==> src/rtl/uart_tx_arbiter.sv <==
// uart_tx_arbiter
//   APB master that shares a UART's TX path between two byte-stream
//   requesters. For every byte it reads the UART status register, backs off
//   while the TX FIFO is full, then writes the granted requester's byte to
//   the write-data register. Arbitration is round-robin with a bounded burst
//   per owner while the other requester is waiting.
//
//   Optional feature macro: UART_TX_ARBITER_RX_EN
//     When defined, the block also drains the UART RX FIFO. It polls status
//     while idle, and after any status read showing RX not empty it reads
//     0x8 and presents the byte on rx_data/rx_valid until rx_ready.
//     RX reads take priority over TX writes.
//
// Ports
//   PCLK, PRESET            clock, asynchronous active-high reset
//   reqN_data/valid/ready   requester byte streams; ready is a one-cycle
//                           pulse in the cycle the byte is written
//   PADDR..PREADY           APB master interface (0x0 status, 0x4 TX data,
//                           0x8 RX data); PRDATA[3:0] = {rx_full, tx_empty,
//                           tx_full, rx_empty}
//   grant                   one-hot owner of the current transfer
//   busy                    high whenever the FSM is not idle
//   rx_data/valid/ready     captured RX byte (only with the macro)
//
// state       | meaning
// ------------+--------------------------------------------------------
// S_IDLE      | no transfer; arbitrate (or idle-poll with RX enabled)
// S_RD_SETUP  | APB setup phase of a status read at 0x0
// S_RD_ACCESS | APB access phase of the status read, wait for PREADY
// S_WAIT      | TX FIFO full, back off POLL_GAP cycles before re-polling
// S_WR_SETUP  | APB setup phase of the TX data write at 0x4
// S_WR_ACCESS | APB access phase of the write; ready pulse on PREADY
// S_RX_SETUP  | APB setup phase of an RX data read at 0x8 (RX build)
// S_RX_ACCESS | APB access phase of the RX data read (RX build)

module uart_tx_arbiter #(
  parameter int POLL_GAP = 4,
  parameter int BURST    = 4
) (
  input  logic        PCLK,
  input  logic        PRESET,
  input  logic [7:0]  req0_data,
  input  logic        req0_valid,
  output logic        req0_ready,
  input  logic [7:0]  req1_data,
  input  logic        req1_valid,
  output logic        req1_ready,
  output logic [3:0]  PADDR,
  output logic [31:0] PWDATA,
  output logic        PWRITE,
  output logic        PSEL,
  output logic        PENABLE,
  input  logic [31:0] PRDATA,
  input  logic        PREADY,
`ifdef UART_TX_ARBITER_RX_EN
  output logic [7:0]  rx_data,
  output logic        rx_valid,
  input  logic        rx_ready,
`endif
  output logic [1:0]  grant,
  output logic        busy
);

  localparam int BCW = $clog2(BURST + 1);
  localparam int PGW = $clog2(POLL_GAP + 1);
  localparam logic [BCW-1:0] BURST_MAX = BCW'(BURST);
  localparam logic [BCW-1:0] BURST_ONE = BCW'(1);
  localparam logic [PGW-1:0] GAP_LOAD  = PGW'(POLL_GAP - 1);
  localparam logic [PGW-1:0] GAP_ONE   = PGW'(1);

  typedef enum logic [2:0] {
    S_IDLE      = 3'd0,
    S_RD_SETUP  = 3'd1,
    S_RD_ACCESS = 3'd2,
    S_WAIT      = 3'd3,
    S_WR_SETUP  = 3'd4,
    S_WR_ACCESS = 3'd5,
    S_RX_SETUP  = 3'd6,
    S_RX_ACCESS = 3'd7
  } state_t;

  state_t          state_q, state_d;
  logic [1:0]      grant_q, grant_d;
  logic [7:0]      byte_q, byte_d;
  logic            last_q, last_d;
  logic [BCW-1:0]  burst_q, burst_d;
  logic [PGW-1:0]  wait_q, wait_d;
  logic            psel_q, psel_d;
  logic            penable_q, penable_d;
  logic            pwrite_q, pwrite_d;
  logic [3:0]      paddr_q, paddr_d;
  logic [31:0]     pwdata_q, pwdata_d;
  logic            pick1;
  logic            served;
  logic            prdata_unused;

`ifdef UART_TX_ARBITER_RX_EN
  logic [7:0]      rx_data_q, rx_data_d;
  logic            rx_valid_q, rx_valid_d;
  logic            txfull_q, txfull_d;
  logic [PGW-1:0]  idle_q, idle_d;
`endif

  // Only the status flags (and the RX byte, when enabled) are consumed.
  assign prdata_unused = ^PRDATA;

  always_ff @(posedge PCLK or posedge PRESET) begin
    if (PRESET) begin
      state_q    <= S_IDLE;
      grant_q    <= '0;
      byte_q     <= '0;
      last_q     <= 1'b0;
      burst_q    <= '0;
      wait_q     <= '0;
      psel_q     <= 1'b0;
      penable_q  <= 1'b0;
      pwrite_q   <= 1'b0;
      paddr_q    <= '0;
      pwdata_q   <= '0;
`ifdef UART_TX_ARBITER_RX_EN
      rx_data_q  <= '0;
      rx_valid_q <= 1'b0;
      txfull_q   <= 1'b0;
      idle_q     <= GAP_LOAD;
`endif
    end else begin
      state_q    <= state_d;
      grant_q    <= grant_d;
      byte_q     <= byte_d;
      last_q     <= last_d;
      burst_q    <= burst_d;
      wait_q     <= wait_d;
      psel_q     <= psel_d;
      penable_q  <= penable_d;
      pwrite_q   <= pwrite_d;
      paddr_q    <= paddr_d;
      pwdata_q   <= pwdata_d;
`ifdef UART_TX_ARBITER_RX_EN
      rx_data_q  <= rx_data_d;
      rx_valid_q <= rx_valid_d;
      txfull_q   <= txfull_d;
      idle_q     <= idle_d;
`endif
    end
  end

  always_comb begin
    state_d    = state_q;
    grant_d    = grant_q;
    byte_d     = byte_q;
    last_d     = last_q;
    burst_d    = burst_q;
    wait_d     = wait_q;
    psel_d     = 1'b0;
    penable_d  = 1'b0;
    pwrite_d   = pwrite_q;
    paddr_d    = paddr_q;
    pwdata_d   = pwdata_q;
    req0_ready = 1'b0;
    req1_ready = 1'b0;
    pick1      = 1'b0;
    served     = 1'b0;
`ifdef UART_TX_ARBITER_RX_EN
    rx_data_d  = rx_data_q;
    rx_valid_d = rx_valid_q & ~rx_ready;
    txfull_d   = txfull_q;
    idle_d     = GAP_LOAD;
`endif

    case (state_q)
      S_IDLE: begin
        if (req0_valid || req1_valid) begin
          // Contention: the last owner keeps the grant until its burst is used up.
          if (req0_valid && req1_valid) pick1 = (burst_q < BURST_MAX) ? last_q : ~last_q;
          else                          pick1 = req1_valid;
          grant_d = pick1 ? 2'b10 : 2'b01;
          byte_d  = pick1 ? req1_data : req0_data;
          state_d = S_RD_SETUP;
        end
`ifdef UART_TX_ARBITER_RX_EN
        else if (!rx_valid_q) begin
          if (idle_q == '0) state_d = S_RD_SETUP;
          else              idle_d  = idle_q - GAP_ONE;
        end
`endif
      end

      S_RD_SETUP: state_d = S_RD_ACCESS;

      S_RD_ACCESS: begin
        if (PREADY) begin
`ifdef UART_TX_ARBITER_RX_EN
          txfull_d = PRDATA[1];
          if (!PRDATA[0] && !rx_valid_q) state_d = S_RX_SETUP;
          else if (grant_q == 2'b00)     state_d = S_IDLE;
          else if (PRDATA[1]) begin
            state_d = S_WAIT;
            wait_d  = GAP_LOAD;
          end else                       state_d = S_WR_SETUP;
`else
          if (PRDATA[1]) begin
            state_d = S_WAIT;
            wait_d  = GAP_LOAD;
          end else begin
            state_d = S_WR_SETUP;
          end
`endif
        end
      end

      S_WAIT: begin
        if (wait_q == '0) state_d = S_RD_SETUP;
        else              wait_d  = wait_q - GAP_ONE;
      end

      S_WR_SETUP: state_d = S_WR_ACCESS;

      S_WR_ACCESS: begin
        if (PREADY) begin
          req0_ready = grant_q[0];
          req1_ready = grant_q[1];
          served     = grant_q[1];
          if (served == last_q) begin
            // Saturate so a lone requester never wraps back into a fresh burst.
            if (burst_q < BURST_MAX) burst_d = burst_q + BURST_ONE;
          end else begin
            last_d  = served;
            burst_d = BURST_ONE;
          end
          grant_d = 2'b00;
          state_d = S_IDLE;
        end
      end

`ifdef UART_TX_ARBITER_RX_EN
      S_RX_SETUP: state_d = S_RX_ACCESS;

      S_RX_ACCESS: begin
        if (PREADY) begin
          rx_data_d  = PRDATA[7:0];
          rx_valid_d = 1'b1;
          // Resume the pending TX byte using the status seen just before.
          if (grant_q == 2'b00) state_d = S_IDLE;
          else if (txfull_q) begin
            state_d = S_WAIT;
            wait_d  = GAP_LOAD;
          end else              state_d = S_WR_SETUP;
        end
      end
`endif

      default: state_d = S_IDLE;
    endcase

    // APB outputs are registered from the state being entered, so they are
    // stable for the whole phase and hold address/data between accesses.
    case (state_d)
      S_RD_SETUP: begin
        psel_d   = 1'b1;
        pwrite_d = 1'b0;
        paddr_d  = 4'h0;
      end
      S_RD_ACCESS, S_WR_ACCESS: begin
        psel_d    = 1'b1;
        penable_d = 1'b1;
      end
      S_WR_SETUP: begin
        psel_d   = 1'b1;
        pwrite_d = 1'b1;
        paddr_d  = 4'h4;
        pwdata_d = {24'h0, byte_q};
      end
`ifdef UART_TX_ARBITER_RX_EN
      S_RX_SETUP: begin
        psel_d   = 1'b1;
        pwrite_d = 1'b0;
        paddr_d  = 4'h8;
      end
      S_RX_ACCESS: begin
        psel_d    = 1'b1;
        penable_d = 1'b1;
      end
`endif
      default: ;
    endcase
  end

  assign PSEL    = psel_q;
  assign PENABLE = penable_q;
  assign PWRITE  = pwrite_q;
  assign PADDR   = paddr_q;
  assign PWDATA  = pwdata_q;
  assign grant   = grant_q;
  assign busy    = (state_q != S_IDLE);

`ifdef UART_TX_ARBITER_RX_EN
  assign rx_data  = rx_data_q;
  assign rx_valid = rx_valid_q;
`endif

endmodule

==> config.mk <==
export PLATFORM = sky130hd
export DESIGN_NAME = uart_tx_arbiter
export DESIGN_NICKNAME = d
export VERILOG_FILES = /design/src/rtl/uart_tx_arbiter.sv
export SDC_FILE = /design/constraint.sdc
export NUM_CORES = 1
export LEC_CHECK = 0
export BUFFER_PORTS_ARGS = -buffer_cell sky130_fd_sc_hd__buf_2
export CAP_MARGIN = 10
export CORE_ASPECT_RATIO = 1.1
export CORE_MARGIN = 4
export CORE_UTILIZATION = 25
export DETAILED_ROUTE_END_ITERATION = 8
export GPL_TIMING_DRIVEN = 1
export PLACE_DENSITY_LB_ADDON = 0.1
export SYNTH_ARGS = -nofsm -noshare
export SYNTH_HDL_FRONTEND = slang
export SYNTH_SLANG_ARGS = --single-unit
==> constraint.sdc <==
create_clock -name PCLK -period 2.2 [get_ports PCLK]
set_input_delay 0.55 -clock PCLK [delete_from_list [all_inputs] [get_ports PCLK]]
set_output_delay 0.55 -clock PCLK [all_outputs]
set_load 0.05 [all_outputs]
# --- Word-level counts from Yosys, hierarchy flattened ---
# Index checks and enable logic that the tools add are counted.
totals:
  regBits: 35
  out_inout_bits: 44
  mem_count: 0
  ramBits: 0
  rom_bits: 0
  latch_bits: 0
classes:
  muxes: 29
  addsub: 2
  n_mul: 0
  eq_ne: 16
  n_reduce_logical: 15
  bitwise: 2
  div: 0
  n_shift: 0
  n_lt_le_gt_ge: 1
ops:
  columns: ["operator", "n"]
  rows:
  - ["2-to-1 mux 3 bit", 10]
  - ["case mux 3 bit (6 select lines)", 1]
  - ["== test 3 bit (second input constant)", 4]
  - ["2-to-1 mux 1 bit", 10]
  - ["inequality test 2 bit (second input constant)", 5]
  - ["== test 3 x 2 -> 1 bit (second input constant)", 3]
  - ["AND reduction 3 bit", 3]
  - ["2-to-1 mux 8 bit", 1]
  - ["case mux 4 bit (2 select lines)", 1]
  - ["== test 3 x 1 -> 1 bit (second input constant)", 2]
  - ["zero test 3 bit", 2]
  - ["2-to-1 mux 2 bit", 3]
  - ["case mux 3 bit (2 select lines)", 1]
  - ["nonzero test 2 bit", 3]
  - ["case mux 2 bit (2 select lines)", 1]
  - ["AND reduction 4 bit", 1]
  - ["OR reduction 4 bit", 1]
  - ["adder 3 x 1 -> 3 bit (second input constant)", 1]
  - ["less-than comparator 3 bit (second input constant)", 1]
  - ["nonzero test 3 bit", 1]
  - ["subtractor 3 x 1 -> 3 bit (second input constant)", 1]
  - ["inequality test 2 x 1 -> 1 bit (second input constant)", 1]
  - ["inverter 1 bit", 2]
  - ["case mux 1 bit (2 select lines)", 1]
  - ["other kinds (5)", 5]

# --- Depth between registers and ports, before layout ---
# Gate-level depths: netlist (run 1).
depth:
  word_depth: 8
  ltp_mapped: 6

# --- Least setup slack after synthesis (run 1) ---
# OpenSTA, ideal clock, no wires.
synth_timing:
  path_kind: "flip-flop to output port"
  startpoint: "register state_q[0]"
  endpoint: "output req1_ready"
  path_slack_ns: 0.279
  path_stages_with_launch: 4
  arrival_ns: 1.371
  path_cell_list: "dfrtp_1 > clkbuf_1 > and3_1 > and2_1"
synth_via:
  elab_chain_len: 2
synth_rtl:
  columns: ["item", "line", "rtl"]
  rows:
  - ["start: declaration", "82", "state_t state_q, state_d;"]
  - ["start signal: assignment", "127", "state_q <= state_d;"]
  - ["== test 3 bit", "170", "case (state_q)"]
  - ["2-to-1 mux 1 bit", "170", null]
  - ["end: declaration", "47", "output logic req1_ready,"]
# Every way passes these cells.

# --- Worst setup path after layout (run 1) ---
layout_timing:
  startpoint: "register state_q[1]"
  endpoint: "output busy"
layout_via:
  elab_chain_len: 1
layout_rtl:
  columns: ["item", "line", "rtl"]
  rows:
  - ["nonzero test 3 bit", "294", "assign busy = (state_q != S_IDLE);"]
  - ["end: declaration", "61", "output logic busy"]
# Every way passes these cells.

==> results.yml, run 1 <==
worst_setup_path:
  crit_chain: "buf_4 > or3_4 > buf_2"
  cp.arrival_ns: 1.49
  crit_path_start: "state_q[1]$_DFF_PP0_"
  critical_path.max_fanout: 6
  critPathKind: "reg2out"
  slowest_stage: "or3_4"
  max_stage_delay_ns: 0.41
  r2r_start: "state_q[1]$_DFF_PP0_"
  r2r_end: "PADDR[2]$_DFFE_PP0P_"
  regToRegSetupSlack_ns: 0.43
  end_kind: "primary output"
  reg2reg_depth: 5
  critPathRequiredTime_ns: 1.65
  worst_setup_path_start_kind: "flop"
global_routing:
  first_global_vias: 1154
  track_usage_pct: 8.81
  antenna_found_initial: 0
  grt_max_degree: 32
  grt-ovfl-total: 0
  grt_pass1_wl_mm: 5.51
final_layout:
  fin_nets: 260
  area_growth_pct: 18.4
  fin_cells: 285
  diodes: 0
  layout_commonest_cell: "buf_2"
  final_cell_mix: "buf_2 (36), dfrtp_1 (30), conb_1 (27)"
  layout-drive-gt1-share_pct: 32.2
synthesis:
  synth_edf_count: 0
  synth_cell_type_count: 34
  syn_avg_cell_area_sq_um: 10.4
  netlist_instances: 158
  yosys_warnings: 0
  ys.flop_type: "dfrtp_1"
  async_reset_ff_share_pct: 100
  yosysSeqAreaShare_pct: 47.0
  ys_top_cells_by_area: "dfrtp_1 (47%), buf_4 (13%), mux2i_1 (5.5%), mux2_2 (5.5%), a21oi_1 (4.5%)"
  ys_ff_latch: 31
  synth_top_area_share_pct: 47.0
  netlist.top_cell.by_area: "dfrtp_1"
  synth_area_sq_um: 1650
placement:
  dp_cells: 277
  dp_hpwl_mm: 2.56
  io_buffers: 38
  gp_congestion: 0.732
  pre_cts_ws_ns: 0.238
job:
  max_cap_violations: 0
power_and_ir_drop:
  power_density_nw_per_um2: 1500
  leakagePower_nw: 0.994
  ir_worst_vdd_mv: 0.626
clock_tree:
  cts_buffer_depth: 2
  htree_levels: 2
  cts_sinks: 31
  clock_latency_ns: 0.28
  cts.clk_slew.worst_paths_ns: 0.06
  cts_hold_buf: 0
  cts_tree: "built"
  root_buffer: "clkbuf_8"
  numCtsBuffers: 5
sta:
  slew_viol_final: 0
  rsz0062_at_grt: "no"
  min_period_ns: 2.04
  max_freq_mhz: 491
  fin_crit_sh_pct: 92.5
  tns_ns: 0
  hold_violations: 0
  fin_skew_ns: 0.00947
  setup_viol: 0
  finalWorstSetupSlack_ns: 0.164
route:
  drtIter0Drc: 26
  detail-route-antenna-nets: 0
  wire_per_inst_um: 11.6
  avgViaCountPerCell: 4.02
  firstDrtPassIters: 4
  vias: 1145
  drc: 0
  drt_wl_total_mm: 3.30
floorplanning:
  die_h_um: 93.2
  die_area_sq_um: 7970
  start_util_pct: 26.2
  ioPinCount: 97
  core_sq_um: 6310
  die_w_um: 85.5
  row_count: 30
outcome:
  status: "finished clean"
worst_hold_path:
  hold_class: "in2async"
synthesized netlist by cell type, types with 3 or more instances:
master	number
mux2_2	8
dfrtp_1	31
nor2b_1	3
inv_1	8
o21ai_0	6
nand2_1	5
buf_4	28
mux2i_1	9
a21oi_1	15
ha_1	3
nor2_1	13
per-layer routing:
metal  GRT usage [%]  wire length (um)  vias to the layer above  share of wire, %
li1                -                 -                      569                 -
met1            11.0              1460                      525                44
met2            13.7              1510                       45                46
met3            3.79               294                        6               8.9
met4            2.77                38                        0               1.2
met5               0                 0                        -                 0
power by group:
part | switching [mW] | total, mW | internal, mW
registers | 0.153 | 0.988 | 0.836
clock network | 0.205 | 0.426 | 0.222
logic | 1.04 | 1.52 | 0.476
total | 1.40 | 2.93 | 1.53
how the worst max path moves through the flow:
stage,slack (ns),endpoint
after global placement,0.24,req1_ready
after floorplan,0.28,req1_ready
after detailed placement,0.24,req1_ready
final,0.16,busy
after global routing,0.06,req1_ready
after CTS,0.03,req0_ready
area by class of cell:
cell class | instances | area [sq um]
Clock buffer | 7 | 76.3
Sequential cell | 31 | 777
Fill cell | 689 | 4350
Tap cell | 80 | 100
Timing Repair Buffer | 44 | 240
Clock inverter | 1 | 5.00
Multi-Input combinational cell | 114 | 726
Inverter | 8 | 30.0
registers in the layout, summed over array words and instances, names as in the netlist:
name / flops
PADDR: 1
PWDATA: 8
byte_q: 8
PENABLE: 1
burst_q: 3
last_q: 1
PSEL: 1
wait_q: 3
grant: 2
state_q: 3
cell families after synthesis:
| kind of cell | Yosys count | share of synthesized area, % |
|---|---|---|
| xor gates and xnor gates | 2 | 1.06 |
| muxes | 17 | 10.9 |
| adders and majority gates | 3 | 2.27 |
| other | 1 | 0.227 |
| AOI/OAI and AO/OA | 29 | 10.5 |
| buffers and inverters | 39 | 15.4 |
| DFF | 31 | 47.0 |
| and+or+nand+nor | 36 | 12.7 |
timing repair:
item,in CTS,in global routing
buffers inserted,0,0
endpoints found under the setup margin,2,2
resized for setup,2,3
critical path, delay by kind of cell, from the launching register on:
kind          cells  cell delay (ns)
simple gates      1             0.41
flops             1             0.40
buf+inv           2             0.40
stage by stage:
| stage | hold WS [ns] | power (mW) | utilization (%) | instance area, sq um |
|---|---|---|---|---|
| 2_1_floorplan | 0.457 | 2.22 | - | 1750 |
| 4_1_cts | 0.349 | 2.99 | 30.9 | 1950 |
| 6_report | 0.339 | 2.93 | 31.0 | 1950 |
| 3_5_place_dp | 0.493 | 2.53 | 29.5 | 1860 |
| 5_1_grt | 0.384 | 3.15 | 31.0 | 1950 |
| 3_3_place_gp | 0.467 | 2.51 | 29.5 | 1860 |
(Power assumes the default switching activity.)
==> run 2, diff against run 1 <==
- CORE_UTILIZATION: 25 -> 40
==> run 2 against run 1 <==
Compared with the run above:
- sequential share of layout area increased by 1.3 points
- flip-flop and latch count unchanged
- final area decreased by 3.1%
- highest routed layer unchanged
==> results.yml, run 2 (synthesis gave the netlist of run 1 again) <==
sta:
  hold_violations: 0
  worstMarginPinSlew_ns: 0.531
  fin_crit_sh_pct: 94.9
  slew_headroom_pct: 64.5
  hold-worst-slack_ns: 0.349
  finalWorstSetupSlack_ns: 0.111
  min_period_ns: 2.09
  slew_viol_final: 0
  max_freq_mhz: 479
  fin_skew_ns: 0.00297
  tns_ns: 0
  rsz0062_at_grt: "no"
  setup_viol: 0
global_routing:
  antenna_found_initial: 0
  grt_pass1_wl_mm: 5.00
  first_global_vias: 1106
  track_usage_pct: 12.3
  grt_max_degree: 32
  grt-ovfl-total: 0
worst_setup_path:
  end_kind: "primary output"
  crit_chain: "nor2b_4 > and3_1 > and2_1 > clkbuf_4"
  worst_setup_path_start_kind: "flop"
  cp.arrival_ns: 1.54
  critPathKind: "reg2out"
  slowest_stage: "dfrtp_2"
  critical_path.max_fanout: 7
  critPathBufInv: 1
  critPathRequiredTime_ns: 1.65
  crit_family: "simple AND/OR/NAND/NOR gates"
  max_stage_delay_ns: 0.46
placement:
  dp_hpwl_mm: 2.35
  io_buffers: 38
  dp_cells: 247
  pre_cts_ws_ns: 0.277
  gp_congestion: 0.768
final_layout:
  layout_commonest_cell: "buf_2"
  layout-drive-gt1-share_pct: 31.8
  fin_nets: 258
  seqCellArea_sq_um: 778
  multi_input_area_sq_um: 726
  nFillCells: 402
  final_cell_mix: "buf_2 (37), dfrtp_1 (29), conb_1 (27)"
  diodes: 0
  fin_cells: 253
  area_growth_pct: 14.8
floorplanning:
  die_h_um: 75.4
  die_w_um: 69.2
  ioPinCount: 97
  core_sq_um: 3960
  die_area_sq_um: 5220
  row_count: 24
  start_util_pct: 41.6
job:
  max_cap_violations: 0
clock_tree:
  cts.clk_slew.worst_paths_ns: 0.06
  numCtsBuffers: 5
  cts_sinks: 31
  cts_tree: "built"
  cts_buffer_depth: 2
  htree_levels: 2
  cts_hold_buf: 0
  root_buffer: "clkbuf_8"
  clock_latency_ns: 0.27
  cts_setup_buffers: 0
power_and_ir_drop:
  power_density_nw_per_um2: 1520
  leakagePower_nw: 0.979
  total_power_mw: 2.87
  ir_worst_vdd_mv: 0.777
route:
  detail-route-antenna-nets: 0
  drtIter0Drc: 34
  wire_per_inst_um: 11.9
  avgViaCountPerCell: 4.47
  vias: 1132
  drt_wl_total_mm: 3.01
  drc: 0
  firstDrtPassIters: 4
worst_hold_path:
  hold_class: "in2async"
outcome:
  status: "finished clean"
run 2: path summary, 6_finish.rpt:
check	start	to	slack [ns]	cells past startpoint
worst max-delay path	state_q[1]$_DFF_PP0_	req1_ready	0.11	4
max in group asynchronous	PRESET	state_q[2]$_DFF_PP0_	1.54	3
min in group PCLK	burst_q[0]$_DFFE_PP0P_	burst_q[0]$_DFFE_PP0P_	0.48	1
worst min register to register	burst_q[0]$_DFFE_PP0P_	burst_q[0]$_DFFE_PP0P_	0.48	1
worst min-delay path	PRESET	PWDATA[6]$_DFFE_PP0N_	0.35	3
worst max register to register	state_q[0]$_DFF_PP0_	PADDR[2]$_DFFE_PP0P_	0.50	4
run 2: per-layer routing:
layer	track usage (%)	part of all wire, %
met4	4.56	1.4
met1	14.1	40
met2	21.1	51
met5	0	0
met3	5.15	7.4
run 2: layout make-up:
type	count	area share, %
inverter	8	1.59
timing repair buffer	42	11.8
clock buffer	6	3.83
sequential	31	41.1
tap	52	3.43
multi-input combinational	114	38.3
run 2: stage by stage:
step / cell area [sq um] / util [%]
CTS: 1880 / 47.5
finish: 1890 / 47.8
global route: 1890 / 47.8
detailed placement: 1810 / 45.6
floorplan: 1750 / -
global placement: 1810 / 45.6
run 2: repair_timing:
action / in CTS / in global routing
endpoints found under the setup margin: 2 / 2
gates resized for setup: 1 / 4
hold endpoints to repair: 0 / 0
gates cloned: 0 / 0
run 2: report_power, final:
part           leakage (nW)  total (mW)  switching (mW)  internal (mW)
Combinational         0.579        1.47            1.01          0.461
Clock                0.0371       0.395           0.185          0.210
Sequential            0.363        1.01           0.174          0.838
run 2: worst register-to-register path, stage by stage (launching register included):
cell and delay (ns):
dfrtp_1 0.46, or3_4 0.46, nor2_8 0.12, and3b_1 0.21, o32a_1 0.34
==> run 3, diff against run 2 <==
- PLACE_DENSITY: not set -> 0.74
- PLACE_DENSITY_LB_ADDON: 0.1 -> not set
- SLEW_MARGIN: not set -> 20
==> run 3 against run 2 <==
Compared with the run above:
- hold slack lost 0.015 ns
- setup slack is essentially flat
- combinational power grew 3%
- first-iteration DRC count grew 26%
- utilization grew 0.79 points
- sequential power is essentially flat
- non-clock buffer count grew 1
- largest cell class unchanged
- highest routed layer unchanged
==> results.yml, run 3 (synthesis gave the netlist of run 1 again) <==
outcome:
  status: "finished clean"
route:
  firstDrtPassIters: 4
  wire_per_inst_um: 11.1
  drtIter0Drc: 43
  vias: 1152
  avgViaCountPerCell: 4.50
  drc: 0
  drt_wl_total_mm: 2.84
  detail-route-antenna-nets: 0
placement:
  gp_congestion: 0.791
  dp_hpwl_mm: 2.21
  io_buffers: 38
  pre_cts_ws_ns: 0.246
floorplanning:
  die_h_um: 75.4
  ioPinCount: 97
  row_count: 24
  core_sq_um: 3960
  die_w_um: 69.2
  start_util_pct: 41.6
  die_area_sq_um: 5220
worst_setup_path:
  critPathKind: "reg2out"
  worst_setup_path_start_kind: "flop"
  cp.arrival_ns: 1.54
  end_kind: "primary output"
  critical_path.max_fanout: 7
  critPathRequiredTime_ns: 1.65
final_layout:
  diodes: 0
  layout-drive-gt1-share_pct: 32.4
  area_growth_pct: 16.7
  seqCellArea_sq_um: 776
  nFillCells: 400
  layout_commonest_cell: "buf_2"
  final_cell_mix: "buf_2 (36), dfrtp_1 (31), conb_1 (27)"
  multi_input_area_sq_um: 722
  fin_nets: 259
power_and_ir_drop:
  total_power_mw: 2.96
  ir_worst_vdd_mv: 0.630
  power_density_nw_per_um2: 1540
  leakagePower_nw: 0.998
job:
  max_cap_violations: 0
sta:
  setup_viol: 0
  max_freq_mhz: 479
  fin_skew_ns: 0.00193
  tns_ns: 0
  min_period_ns: 2.09
  hold_violations: 0
  finalWorstSetupSlack_ns: 0.112
  hold-worst-slack_ns: 0.334
  slew_viol_final: 0
  fin_crit_sh_pct: 94.9
  rsz0062_at_grt: "no"
clock_tree:
  root_buffer: "clkbuf_8"
  cts_hold_buf: 0
  clock_latency_ns: 0.28
  numCtsBuffers: 5
  cts_setup_buffers: 0
  cts_buffer_depth: 2
  cts_sinks: 31
  cts_tree: "built"
  htree_levels: 2
  cts.clk_slew.worst_paths_ns: 0.06
global_routing:
  antenna_found_initial: 0
  track_usage_pct: 11.9
  first_global_vias: 1131
  grt_max_degree: 32
  grt-ovfl-total: 0
  grt_pass1_wl_mm: 4.89
worst_hold_path:
  hold_class: "in2async"
[run 3: through the flow]
step	utilization (%)	cell area [sq um]	std cells
6_report	48.6	1930	256
5_1_grt	48.6	1930	256
3_3_place_gp	45.8	1820	248
2_1_floorplan	-	1750	184
4_1_cts	48.5	1920	256
3_5_place_dp	45.8	1820	248
[run 3: layout make-up]
class	count	area share [%]
clock buffer	8	5.20
inverter	8	1.56
multi-input combinational	114	37.5
sequential	31	40.3
tap	52	3.38
timing repair buffer	43	12.1
[run 3: path summary, 6_finish.rpt]
check	slack, ns	cells past startpoint	from	to
setup / recovery	0.11	4	state_q[2]$_DFF_PP0_	req1_ready
hold / removal	0.33	3	PRESET	byte_q[1]$_DFFE_PP0P_
setup reg to reg	0.45	5	state_q[1]$_DFF_PP0_	PADDR[2]$_DFFE_PP0P_
hold reg to reg	0.48	1	burst_q[0]$_DFFE_PP0P_	burst_q[0]$_DFFE_PP0P_
max in group asynchronous	1.60	3	PRESET	PADDR[2]$_DFFE_PP0P_
min in group PCLK	0.48	1	burst_q[0]$_DFFE_PP0P_	burst_q[0]$_DFFE_PP0P_
[run 3: critical path: stages, from the launching register on]
cell and delay (ns):
dfrtp_1 0.43, nor2b_2 0.23, and3_2 0.25, and2_1 0.16, buf_4 0.20
[run 3: routing by layer]
layer | share of wire, % | wire (um) | GRT usage, % | vias to the layer above
li1 | - | - | - | 565
met1 | 40 | 1120 | 13.2 | 543
met2 | 51 | 1430 | 20.8 | 37
met3 | 7.7 | 219 | 4.35 | 7
met4 | 2.1 | 60 | 5.86 | 0
met5 | 0 | 0 | 0 | -
[run 3: power by group]
part | total, mW | switching [mW] | leakage, nW | internal, mW
Combinational | 1.51 | 1.04 | 0.582 | 0.470
Clock | 0.479 | 0.194 | 0.0515 | 0.285
Sequential | 0.976 | 0.141 | 0.365 | 0.834
Total | 2.96 | 1.37 | 0.998 | 1.59
[run 3: what timing repair did]
action,CTS,global route
setup endpoints to repair,2,2
gates resized for setup,2,2
pin swaps,0,0
